File: src/rtl/sayuru_mem_bridge.sv
// Memory-side bridge for the Sayuru cache: turns req/gnt/rvalid traffic into
// single-port synchronous BRAM accesses, with programmable wait states.
module sayuru_mem_bridge #(
  parameter int ADDR_WIDTH  = 16,
  parameter int DATA_WIDTH  = 32,  // fixed at 32: four byte lanes
  parameter int WAIT_CYCLES = 2    // 0..255
) (
  input  logic                  clk,
  input  logic                  rst,
  input  logic                  data_req_i,
  output logic                  data_gnt_o,
  output logic                  data_rvalid_o,
  input  logic [ADDR_WIDTH-1:0] data_addr_i,
  input  logic                  data_we_i,
  input  logic [3:0]            data_be_i,
  input  logic [DATA_WIDTH-1:0] data_wdata_i,
  output logic [DATA_WIDTH-1:0] data_rdata_o,
  output logic                  mem_en_o,
  output logic [3:0]            mem_we_o,
  output logic [ADDR_WIDTH-3:0] mem_addr_o,
  output logic [DATA_WIDTH-1:0] mem_wdata_o,
  input  logic [DATA_WIDTH-1:0] mem_rdata_i,
  output logic                  busy_o,
  output logic [31:0]           req_count_o
);

  typedef enum logic [1:0] {IDLE, WAIT, ACCESS, RESP} state_t;

  localparam logic [7:0] WAIT_LOAD = (WAIT_CYCLES > 0) ? 8'(WAIT_CYCLES - 1) : 8'd0;

  state_t                  state_q, state_d;
  logic [7:0]              wait_cnt_q, wait_cnt_d;
  logic [ADDR_WIDTH-3:0]   addr_q;
  logic                    we_q;
  logic [3:0]              be_q;
  logic [DATA_WIDTH-1:0]   wdata_q;
  logic [31:0]             req_count_q;

  // Byte selection is by be only; the low address bits carry no information.
  logic unused_addr_bits;
  assign unused_addr_bits = ^data_addr_i[1:0];

  // NOTE: sequential state uses non-blocking assignments so every register
  // samples the pre-edge values, independent of statement order.
  always_ff @(posedge clk or posedge rst) begin
    if (rst) begin
      state_q     <= IDLE;
      wait_cnt_q  <= '0;
      addr_q      <= '0;
      we_q        <= 1'b0;
      be_q        <= '0;
      wdata_q     <= '0;
      req_count_q <= '0;
    end else begin
      state_q    <= state_d;
      wait_cnt_q <= wait_cnt_d;
      if (data_gnt_o) begin
        addr_q      <= data_addr_i[ADDR_WIDTH-1:2];
        we_q        <= data_we_i;
        be_q        <= data_be_i;
        wdata_q     <= data_wdata_i;
        req_count_q <= req_count_q + 32'd1;
      end
    end
  end

  // NOTE: every output of this block gets a default first, so no path through
  // the case statement can leave a signal unassigned and infer a latch.
  always_comb begin
    state_d       = state_q;
    wait_cnt_d    = wait_cnt_q;
    data_gnt_o    = 1'b0;
    data_rvalid_o = 1'b0;
    data_rdata_o  = '0;
    mem_en_o      = 1'b0;
    mem_we_o      = 4'b0000;
    mem_addr_o    = '0;
    mem_wdata_o   = '0;
    unique case (state_q)
      IDLE: begin
        // Gated by rst: the async reset holds state in IDLE, but no grant may
        // be issued while reset is still asserted.
        data_gnt_o = data_req_i & ~rst;
        if (data_gnt_o) begin
          state_d    = (WAIT_CYCLES > 0) ? WAIT : ACCESS;
          wait_cnt_d = WAIT_LOAD;
        end
      end
      WAIT: begin
        if (wait_cnt_q == 8'd0) state_d = ACCESS;
        else                    wait_cnt_d = wait_cnt_q - 8'd1;
      end
      ACCESS: begin
        mem_en_o    = 1'b1;
        mem_we_o    = we_q ? be_q : 4'b0000;
        mem_addr_o  = addr_q;
        mem_wdata_o = we_q ? wdata_q : '0;
        state_d     = RESP;
      end
      RESP: begin
        // BRAM read data arrives one cycle after mem_en, i.e. now.
        data_rvalid_o = 1'b1;
        data_rdata_o  = we_q ? '0 : mem_rdata_i;
        state_d       = IDLE;
      end
      default: state_d = IDLE;
    endcase
  end

  assign busy_o      = (state_q != IDLE);
  assign req_count_o = req_count_q;

endmodule

File: config.mk
export PLATFORM = sky130hd
export DESIGN_NAME = sayuru_mem_bridge
export DESIGN_NICKNAME = d
export VERILOG_FILES = /design/src/rtl/sayuru_mem_bridge.sv
export SDC_FILE = /design/constraint.sdc
export NUM_CORES = 1
export LEC_CHECK = 0
export ABC_AREA = 1
export CORE_AREA = 2 2 98 100
export DETAILED_ROUTE_END_ITERATION = 10
export DIE_AREA = 0 0 100 102
export DONT_BUFFER_PORTS = 1
export GPL_ROUTABILITY_DRIVEN = 0
export GPL_TIMING_DRIVEN = 0
export PLACE_DENSITY = 0.8
export SYNTH_ARGS = -nofsm -noshare
export SYNTH_HDL_FRONTEND = slang
export SYNTH_SLANG_ARGS = --single-unit
File: constraint.sdc
create_clock -name clk -period 13.27 [get_ports clk]
set_input_delay 2.654 -clock clk [delete_from_list [all_inputs] [get_ports clk]]
set_output_delay 2.654 -clock clk [all_outputs]
set_load 0.01 [all_outputs]
Yosys cells after proc, flatten, opt, wreduce, memory -nomap -nowiden
Cells that the tools add are included.

word-level totals
  register bits after elaboration = 93
  input port bits = 88
  output and inout port bits = 118
  word-level logic and storage cells = 39

cells by class
  add/subtract/negate cells = 2
  equal/unequal tests = 6
  mux-type cells = 16
  bitwise operators = 2
  reduce and logical (&&, ||, !) cells = 6

operators with widths
  cell                                               count
  2-to-1 mux 32 bit                                  4
  adder 32 x 1 -> 32 bit (second input constant)     1
  2-to-1 mux 8 bit                                   2
  one-hot mux 8 bit (2 select lines)                 1
  2-to-1 mux 14 bit                                  1
  logical NOT 8 bit                                  1
  2-to-1 mux 4 bit                                   2
  one-hot mux 2 bit (4 select lines)                 1
  subtractor 8 x 1 -> 8 bit (second input constant)  1
  inequality test 2 bit (second input constant)      3
  == test 2 bit (second input constant)              2
  2-to-1 mux 2 bit                                   2
  nonzero test 2 bit                                 2
  2-to-1 mux 1 bit                                   3
  AND reduction 3 bit                                1
  == test 2 x 1 -> 1 bit (second input constant)     1
  logical NOT 2 bit                                  1
  AND reduction 2 bit                                1
  AND 1 bit                                          1
  inverter 1 bit                                     1

Logic depth before layout (Yosys ltp)
  word-level depth = 4
  gate-level depth with buffers = 9

Worst setup path before layout
Ideal clock, no wire load.

  kind = input port to output port
  start point = input port rst
  end point = output port data_gnt_o
  arrival time = 5575 ps
  data required time = 10616 ps
  path slack = 5041 ps
  stages on the path = 5
  cells stage by stage = inv_1 -> nand2_1 -> nor2_4 -> buf_4 -> buf_4

between the ends
  longest elaborated chain between the ends = 3

ends and longest elaborated chain
  what              line  RTL
  start, declared   9     input logic rst,
  inverter 1 bit    83    data_gnt_o = data_req_i & ~rst;
  AND 1 bit         83
  2-to-1 mux 1 bit  79    unique case (state_q)
  end, declared     11    output logic data_gnt_o,

Every way passes these cells.

Worst setup path after layout
Same ends and word-level chain as after synthesis.

==> impl_metrics.toml <==
[run_status]
status = "finished, final reports clean"

[setup_path]
cp-start-kind = "input pin"
crit_path_start = "rst"
cp_num_buf_inv = 3
timing.rr.start = "state_q[1]$_DFFE_PP0P_"
critPathMostFrequentCell = "buf_4"
r2r-end = "req_count_o[19]$_DFFE_PP0P_"
cp_top_family = "buffers and inverters"
worst-path-stages = 5
reg2reg_depth = 8
arrival_ns = 3.98
r2r_setup_slack_ns = 11.37
endpoint = "data_gnt_o"
crit_chain = "inv_4, nand2_1, nor2_4, buf_4, buf_4"
critPathKind = "in -> out"
critical_path.slowest_cell = "inv_4"
crit_path_end_kind = "output port"
cp.required_ns = 10.62
critPathMaxStageDelay_ns = 0.43
crit_fanout = 46

[clocking]
clkTransAtPathRegs_ns = 0.09
cts_hold_buf = 0
cts_max_level = 3
cts_tree = "yes"
cts-root-buf = "clkbuf_8"
cts_inserted_buffers = 9
ctsResizeCount = 0
clkSinkCount = 93
cts_buffer_depth = 2
clk_latency_ns = 0.37
post_cts.repair.setup_buffers = 0

[sta]
setup_tns_ns = 0
slew_headroom = 0.584
max_freq_mhz = 151
fin_skew_ns = 0.0111
hold_ws_ns = 0.488
rsz0062_at_grt = "false"
hold_viol = 0
setup_viol_count_final = 0
slew_violations = 0
period_minus_slack_ns = 6.63
worst_pin_slew_ns = 0.624
post-route-period-util = 0.500

[floorplan]
die_y_um = 102
ioPinCount = 206
rows = 35
die_w_um = 100
core_um2 = 9110
start_util = 0.543
dieArea_um2 = 10200

[final_layout]
instances_no_fill = 797
nets = 777
antenna_cells = 0
drive_gt1_frac = 0.0773
syn2layout_area_growth_pct = 7.62
fill_cells = 841
final_util = 0.584

[route]
first_pass_iters = 5
drtIter0Drc = 219
ant_nets = 0
vias = 4174
route.detailed.drc = 0
avgViaCountPerCell = 5.24
wl_um = 12600
avgRoutedWirePerCell_um = 15.9

[logic_synthesis]
yosysMostFrequentCell = "nand2_1"
synth_edf_count = 0
async_reset_ff_frac = 1.00
syn_nets = 765
synth.area.top_cells = "dfrtp_1, nand2_1, inv_1"
synth_common_cells = "nand2_1, inv_1, nor2_1, dfrtp_1, o21ai_0"
netlist_area_um2 = 4940
yosys_register_bits = 93
synth_flop_cell = "dfrtp_1"
synth_cell_type_count = 26
yosysSeqAreaShare = 0.471
synth_top_area_cell = "dfrtp_1"
synth_warnings = 0
avgSynthCellArea_um2 = 7.39
synthCells = 669
yosysTopAreaCellShare = 0.471

[global_routing]
grt_use_total = 0.247
grt_pass1_wl_um = 19700
grt_max_degree = 51
overflow = 0
grt_pass1_vias = 4133
antenna_found_initial = 0

[power_and_ir_drop]
p_per_area_nw_per_um2 = 184
p_total_uw = 980
leakagePower_nw = 2.83
ir_drop_v = 0.0000789

[placement]
dpl.hpwl_um = 9750
dp.cells = 781
portBuffers = 0

[flow_run]
maxCapViolCount = 0

[min_path]
hold_depth = 2
hp-class = "reg -> reg"
[sequential cells by signal (all words and copies together), names as in the netlist]
register and cells:
addr_q 14, wait_cnt_q 8, wdata_q 32, state_q 2
req_count_o 32, we_q 1, be_q 4
[routing by layer]
layer,vias up,wire (um),GRT usage
li1,2017,-,-
met1,1953,4710,0.273
met2,185,6550,0.449
met3,19,1130,0.0773
met4,0,259,0.0927
met5,-,0,0
[per-stage QoR]
step / area (um2) / setup slack (ns)
6_report: 5320 / 6.64
5_1_grt: 5320 / 6.46
4_1_cts: 5320 / 6.60
3_5_place_dp: 5110 / 6.59
3_3_place_gp: 5080 / 4.04
2_1_floorplan: 4940 / 5.04
[placed cells by master, fill, tap and decap left out, types with 6 or more instances in the layout]
cell type	count
buf_2	6
buf_4	7
clkbuf_1	9
clkbuf_8	10
dfrtp_1	93
ha_1	8
inv_1	119
nand2_1	193
nand2_2	6
nand3_1	25
nand4_1	10
nor2_1	99
o21ai_0	47
xnor2_1	9
xor2_1	10
[logic make-up (layout without fill, tap and decap cells)]
group | count (synthesis) | after routing | share of synthesized area
fa+ha+maj | 8 | 8 | 0.0202
simple gates | 358 | 358 | 0.311
buf+inv | 142 | 159 | 0.115
compound gates | 49 | 49 | 0.0496
flops | 93 | 93 | 0.471
xor+xnor | 19 | 19 | 0.0337
[power by group]
part | switching [mW] | internal (mW) | total [mW]
logic | 0.257 | 0.101 | 0.359
registers | 0.0489 | 0.375 | 0.424
clock network | 0.104 | 0.0936 | 0.197
[cell type report]
cell class                 instances  area (um2)  area share
multi-input combinational        434        2050       0.385
inverter                         120         453      0.0851
sequential                        93        2330       0.437
tap                              111         139      0.0261
timing repair buffer               1        27.5     0.00517
clock inverter                     6        70.1      0.0132
clock buffer                      10         138      0.0259
buffer                            22         116      0.0219
[worst register-to-register path: cells and delay by family, from the launching register on]
kind	cells	cell delay, ns
AND/OR/NAND/NOR	3	0.39
AO/OA/AOI/OAI	1	0.19
flip-flops	1	0.42
buffers and inverters	3	0.52
adder cells (fa/ha/maj)	1	0.26
[how the worst min path moves through the flow]
stage | start | endpoint | slack [ns]
2_1_floorplan | addr_q[0]$_DFFE_PP0P_ | addr_q[0]$_DFFE_PP0P_ | 0.45
3_3_place_gp | addr_q[5]$_DFFE_PP0P_ | addr_q[5]$_DFFE_PP0P_ | 0.46
3_5_place_dp | addr_q[13]$_DFFE_PP0P_ | addr_q[13]$_DFFE_PP0P_ | 0.47
4_1_cts | addr_q[13]$_DFFE_PP0P_ | addr_q[13]$_DFFE_PP0P_ | 0.49
5_1_grt | addr_q[13]$_DFFE_PP0P_ | addr_q[13]$_DFFE_PP0P_ | 0.51
6_report | addr_q[2]$_DFFE_PP0P_ | addr_q[2]$_DFFE_PP0P_ | 0.49
Power figures use the tool's default switching activity.
